File: src/rtl/video2ram_pkg.sv
// Shared definitions for the video capture path:
// FSM state encoding, sync polarity and counter width.
package video2ram_pkg;

    typedef enum logic [1:0] {
        IDLE,
        WAIT_LINE,
        CAPTURE,
        LINE_END
    } state_t;

    localparam logic SYNC_IDLE   = 1'b1;
    localparam logic SYNC_ACTIVE = 1'b0;
    localparam int   CNT_W       = 12;

    function automatic logic sync_fall(logic prev, logic cur);
        return (prev == SYNC_IDLE) && (cur == SYNC_ACTIVE);
    endfunction

endpackage

File: src/rtl/video2ram_sync_edge_detect.sv
// Single-cycle pulse on the assertion (1->0) of an active-low sync.
module sync_edge_detect
    import video2ram_pkg::*;
(
    input  logic clock,
    input  logic reset,
    input  logic sync_n,
    output logic pulse
);
    logic prev;

    always_ff @(posedge clock) begin
        if (reset) prev <= SYNC_IDLE;
        else       prev <= sync_n;
    end

    assign pulse = sync_fall(prev, sync_n);
endmodule

File: src/rtl/video2ram.sv
// Captures a window of incoming video into a line buffer,
// one BUFFER_LINE_LENGTH slot per captured line.
module video2ram
    import video2ram_pkg::*;
#(
    parameter int RAM_WIDTH          = 14,
    parameter int RAM_NUMWORDS       = 16384,
    parameter int BUFFER_LINE_LENGTH = 720,
    parameter int H_START            = 0,
    parameter int H_ACTIVE           = 640,
    parameter int V_START            = 0,
    parameter int V_ACTIVE           = 480,
    parameter int TRIGGER_LINE       = 4
) (
    input  logic                 clock,
    input  logic                 reset,
    input  logic [23:0]          pixel_data,
    input  logic                 pixel_valid,
    input  logic                 hsync_n,
    input  logic                 vsync_n,
    input  logic                 is_interlaced,
    output logic [RAM_WIDTH-1:0] wraddr,
    output logic [23:0]          wrdata,
    output logic                 wren,
    output logic                 starttrigger,
    output logic                 field
);
    localparam logic [RAM_WIDTH-1:0] LINE_LEN =
        RAM_WIDTH'(BUFFER_LINE_LENGTH);
    localparam logic [RAM_WIDTH-1:0] BASE_LIMIT =
        RAM_WIDTH'(RAM_NUMWORDS - BUFFER_LINE_LENGTH);
    localparam logic [CNT_W-1:0] X_FIRST = CNT_W'(H_START);
    localparam logic [CNT_W-1:0] X_SPAN  = CNT_W'(H_ACTIVE);
    localparam logic [CNT_W-1:0] V_FIRST = CNT_W'(V_START);
    localparam logic [CNT_W-1:0] V_LINES = CNT_W'(V_ACTIVE);
    localparam logic [CNT_W-1:0] TRIG    = CNT_W'(TRIGGER_LINE);

    state_t state;
    state_t state_nxt;

    logic                 hs;
    logic                 vs;
    logic [CNT_W-1:0]     x;
    logic [CNT_W-1:0]     vcount;
    logic [CNT_W-1:0]     lines;
    logic [RAM_WIDTH-1:0] line_base;
    logic [CNT_W:0]       x_rel;
    logic [RAM_WIDTH-1:0] offset;
    logic                 in_window;
    logic                 do_write;
    logic                 line_done;
    logic                 at_trigger;
    logic                 trig_q;

    sync_edge_detect u_hsync (
        .clock  (clock),
        .reset  (reset),
        .sync_n (hsync_n),
        .pulse  (hs)
    );

    sync_edge_detect u_vsync (
        .clock  (clock),
        .reset  (reset),
        .sync_n (vsync_n),
        .pulse  (vs)
    );

    always_ff @(posedge clock) begin
        if (reset) state <= IDLE;
        else       state <= state_nxt;
    end

    // vsync restarts the frame from any state and wins over hsync
    always_comb begin
        state_nxt = state;
        unique case (state)
            IDLE: state_nxt = IDLE;
            WAIT_LINE: begin
                if (hs && (vcount + 1'b1) >= V_FIRST)
                    state_nxt = CAPTURE;
            end
            CAPTURE: begin
                if (hs) state_nxt = LINE_END;
            end
            LINE_END: state_nxt = CAPTURE;
        endcase
        if (vs) state_nxt = WAIT_LINE;
    end

    // borrow bit of x_rel flags pixels left of the window
    assign x_rel     = {1'b0, x} - {1'b0, X_FIRST};
    assign in_window = !x_rel[CNT_W] && (x_rel[CNT_W-1:0] < X_SPAN);
    assign offset    = RAM_WIDTH'(x_rel[CNT_W-1:0]);

    assign do_write = (state == CAPTURE) && pixel_valid && in_window
                   && (lines < V_LINES) && !hs && !vs;

    assign line_done  = (state == LINE_END) && (lines < V_LINES);
    assign at_trigger = line_done && ((lines + 1'b1) == TRIG);

    assign starttrigger = trig_q | at_trigger;

    always_ff @(posedge clock) begin
        if (reset) begin
            wren      <= 1'b0;
            wraddr    <= '0;
            wrdata    <= '0;
            x         <= '0;
            vcount    <= '0;
            lines     <= '0;
            line_base <= '0;
            trig_q    <= 1'b0;
            field     <= 1'b0;
        end else begin
            wren <= do_write;
            if (do_write) begin
                wraddr <= line_base + offset;
                wrdata <= pixel_data;
            end

            if (vs || hs)         x <= '0;
            else if (pixel_valid) x <= x + 1'b1;

            if (at_trigger) trig_q <= 1'b1;

            if (vs) begin
                vcount    <= '0;
                lines     <= '0;
                line_base <= '0;
                field     <= is_interlaced ? ~field : 1'b0;
            end else begin
                if (state == WAIT_LINE && hs)
                    vcount <= vcount + 1'b1;
                if (line_done) begin
                    lines     <= lines + 1'b1;
                    line_base <= (line_base < BASE_LIMIT)
                               ? line_base + LINE_LEN : '0;
                end
            end
        end
    end
endmodule

File: config.mk
export PLATFORM = sky130hd
export DESIGN_NAME = video2ram
export DESIGN_NICKNAME = d
export VERILOG_FILES = /design/src/rtl/video2ram_pkg.sv /design/src/rtl/video2ram_sync_edge_detect.sv /design/src/rtl/video2ram.sv
export SDC_FILE = /design/constraint.sdc
export NUM_CORES = 1
export LEC_CHECK = 0
export BUFFER_PORTS_ARGS = -buffer_cell sky130_fd_sc_hd__buf_4
export CAP_MARGIN = 20
export CORE_MARGIN = 1.5
export CORE_UTILIZATION = 40
export DETAILED_ROUTE_END_ITERATION = 6
export HOLD_SLACK_MARGIN = 0.03
export PLACE_DENSITY_LB_ADDON = 0.05
export SETUP_SLACK_MARGIN = 0.3
export SKIP_CTS_REPAIR_TIMING = 1
export SLEW_MARGIN = 20
export SYNTH_ARGS = -nofsm -noshare
export SYNTH_HDL_FRONTEND = slang
export SYNTH_SLANG_ARGS = --single-unit
File: constraint.sdc
create_clock -name clock -period 3.11 [get_ports clock]
set_input_delay 0.1555 -clock clock [delete_from_list [all_inputs] [get_ports clock]]
set_output_delay 0.1555 -clock clock [all_outputs]
set_load 0.02 [all_outputs]
==> flow_metrics.py <==
metrics = {
    "timing": {
        "layout_setup_ws_ns": 0.833,
        "slew_headroom_pct": 57.3,
        "finalSetupViolations": 0,
        "rsz0062_at_grt": "false",
        "worstMarginPinSlew_ns": 0.624,
        "fin_worst_skew_ns": 0.0115,
        "fmax_ghz": 0.439,
        "fin_crit_ns": 2.28,
        "finalCritPeriodShare_pct": 73.2,
        "fin_setup_tns_ns": 0,
        "slew_viol_final": 0,
        "finalHoldViolCount": 0,
    },
    "floorplanning": {
        "ioPinCount": 71,
        "die_h_um": 97.6,
        "start_util_pct": 41.2,
        "core_um2": 8680,
        "die_w_um": 97.6,
        "rows": 34,
        "die-area_um2": 9520,
    },
    "pwr": {
        "static-leakage-power_nw": 1.78,
        "total_power_mw": 2.04,
        "irDropWorstVdd_mv": 0.208,
        "power_density_nw_per_um2": 461,
    },
    "critical_path": {
        "path_cells": "ha_1 -> a21o_1 -> and2_0 -> a2111oi_0 -> nor4bb_1 -> a311o_1",
        "startpoint": "x[7]",
        "cp_slowest_cell": "a2111oi_0",
        "crit_arrival_ns": 2.57,
        "worst_ep_required_time_ns": 3.40,
        "worstSetupPathType": "reg -> reg",
        "cp-start-kind": "flip-flop",
        "rr_startpoint": "x[7]",
        "cp-end-kind": "flip-flop",
        "critPathBufInv": 0,
        "cp_max_fo": 6,
        "slowest_delay_ns": 0.59,
        "reg2reg_setup_slack_ns": 0.83,
        "critPathTopFamily": "compound AO/OA/AOI/OAI gates",
    },
    "synthesis": {
        "synth_top_area_cell": "dfxtp_1",
        "synth-seq-area-share_pct": 44.2,
        "yosys.area.top_type_share_pct": 44.2,
        "synth_area_um2": 3580,
        "synthDistinctLibCells": 53,
        "synth_edf_count": 0,
        "synthCells": 428,
        "ys_warn_count": 0,
        "synth_area_leaders": "dfxtp_1 44%, nand2_1 9.1%, a21oi_1 6.4%",
        "synth_ff_type": "dfxtp_1",
        "syn-mean-instance-area_um2": 8.36,
        "async_reset_ff_share_pct": 0,
        "ys_ff_latch": 79,
        "syn_nets": 471,
    },
    "run_status": {
        "status": "finished, final reports clean",
    },
    "hold_path": {
        "holdCritPathClass": "in -> reg",
        "min_from": "pixel_data[11]",
    },
    "global_routing": {
        "grt.overflow.total": 0,
        "grt_use_total_pct": 17.5,
        "grt_first_pass_wirelength_um": 13600,
        "grt_max_degree": 48,
        "antenna_found_initial": 0,
        "grt_pass1_vias": 2852,
    },
    "cts": {
        "clock_path_buffers": 2,
        "numCtsBuffers": 9,
        "cts_root_buf": "clkbuf_8",
        "cts_tree": "yes",
        "clock_sinks": 79,
        "insertion_delay_ns": 0.35,
        "clk_pin_slew_ns": 0.09,
        "htree_levels": 3,
    },
    "detailed_routing": {
        "num_vias": 2993,
        "drt_pass1_iterations": 4,
        "routedWlPerCell_um": 13.2,
        "ant_nets": 0,
        "wl_um": 8000,
        "drt_iter0_drc": 119,
        "viasPerCell": 4.96,
        "drc": 0,
    },
    "place": {
        "dp_slack_ns": 0.933,
        "gp_congestion": 0.875,
        "port_buffers": 70,
        "place_hpwl_um": 5640,
    },
    "flow_run": {
        "drv_cap": 0,
    },
    "final_layout": {
        "drive_gt1_share_pct": 19.6,
        "nFillCells": 860,
        "num_antenna_cells": 0,
        "layout_common_cells": "87 x nand2_1, 79 x dfxtp_1, 73 x buf_4",
        "finalNetCount": 534,
        "utilization_pct": 51.1,
        "mostFrequentLayoutCell": "nand2_1",
        "syn_to_final_growth_pct": 24.0,
    },
}
## tightest hold or removal path: stages
cell and delay, ns:
buf_4 0.10, nand2_1 0.04, a21oi_1 0.05
## path summary, 6_finish.rpt
kind | cells after the start | end
worst max-delay path | 6 | wraddr[12]
worst min-delay path | 3 | wrdata[11]
worst max register to register | 6 | wraddr[12]
worst min register to register | 2 | wrdata[0]
## cell usage after synthesis, types with 2 or more instances
cell type  instances
or2_2              2
o21ai_0            9
nand3_1            7
inv_1              2
ha_1              13
dfxtp_1           79
and2_1             2
xor2_1            21
nand2_1           87
nor2_1            42
buf_2              2
xnor2_1           13
a31oi_1            3
a21o_1             4
a211oi_1           5
nand4_1           10
nand2b_1           3
mux2i_1            2
or3_1              7
and3_1            10
a21oi_1           46
nor3_1             4
clkbuf_1          18
a221oi_1           2
nor2b_1            5
nor4_1             2
o2bb2ai_1          2
## logic make-up (layout without fill, tap and decap cells)
| kind of cell | Yosys count | in the layout | synth area share (%) |
|---|---|---|---|
| buffers and inverters | 25 | 93 | 2.94 |
| multiplexers | 2 | 2 | 0.559 |
| AO/OA/AOI/OAI | 84 | 84 | 14.2 |
| adder cells (fa/ha/maj) | 13 | 13 | 4.55 |
| AND/OR/NAND/NOR | 190 | 190 | 25.1 |
| flip-flops | 79 | 79 | 44.2 |
| XOR/XNOR | 34 | 34 | 8.32 |
| other | 1 | 1 | 0.105 |
## flip-flops by register name (all words and copies together), names as in the netlist
register	flops
line_base	10
x	12
trig_q	1
u_vsync.prev	1
wraddr	14
lines	12
wren	1
u_hsync.prev	1
wrdata	24
field	1
state	2
## final cells by class
class	instances	area (um2)	share of cell area, %
repair buffers	75	568	12.8
flip-flops and latches	79	1580	35.7
well taps	108	135	3.05
inverters	2	7.51	0.169
clock buffers	11	141	3.19
clock inverters	5	104	2.34
multi-input cells	324	1900	42.8
## stage by stage
stage | cells | cell area [um2] | hold slack [ns]
final | 604 | 4440 | 0.0470
after global routing | 604 | 4440 | 0.0435
after global placement | 586 | 4170 | 0.361
after floorplan | 428 | 3580 | 0.262
after detailed placement | 586 | 4170 | 0.366
after CTS | 602 | 4420 | -0.00846
## routing by layer
layer,routed length [um],GRT usage (%),vias up,share of wire (%)
met1,4100,24.4,1320,51
met5,0,0,-,0
met2,3360,26.2,77,42
met4,107,7.80,0,1.3
met3,424,3.53,6,5.3
li1,-,-,1590,-
## power by group
part           leakage [nW]  internal [mW]  total, mW  switching, mW
Sequential            0.637           1.02       1.02        0.00646
Combinational          1.02         0.0416     0.0864         0.0448
Clock                 0.124          0.557      0.933          0.375
Total                  1.78           1.62       2.04          0.427
(Power assumes the default switching activity.)
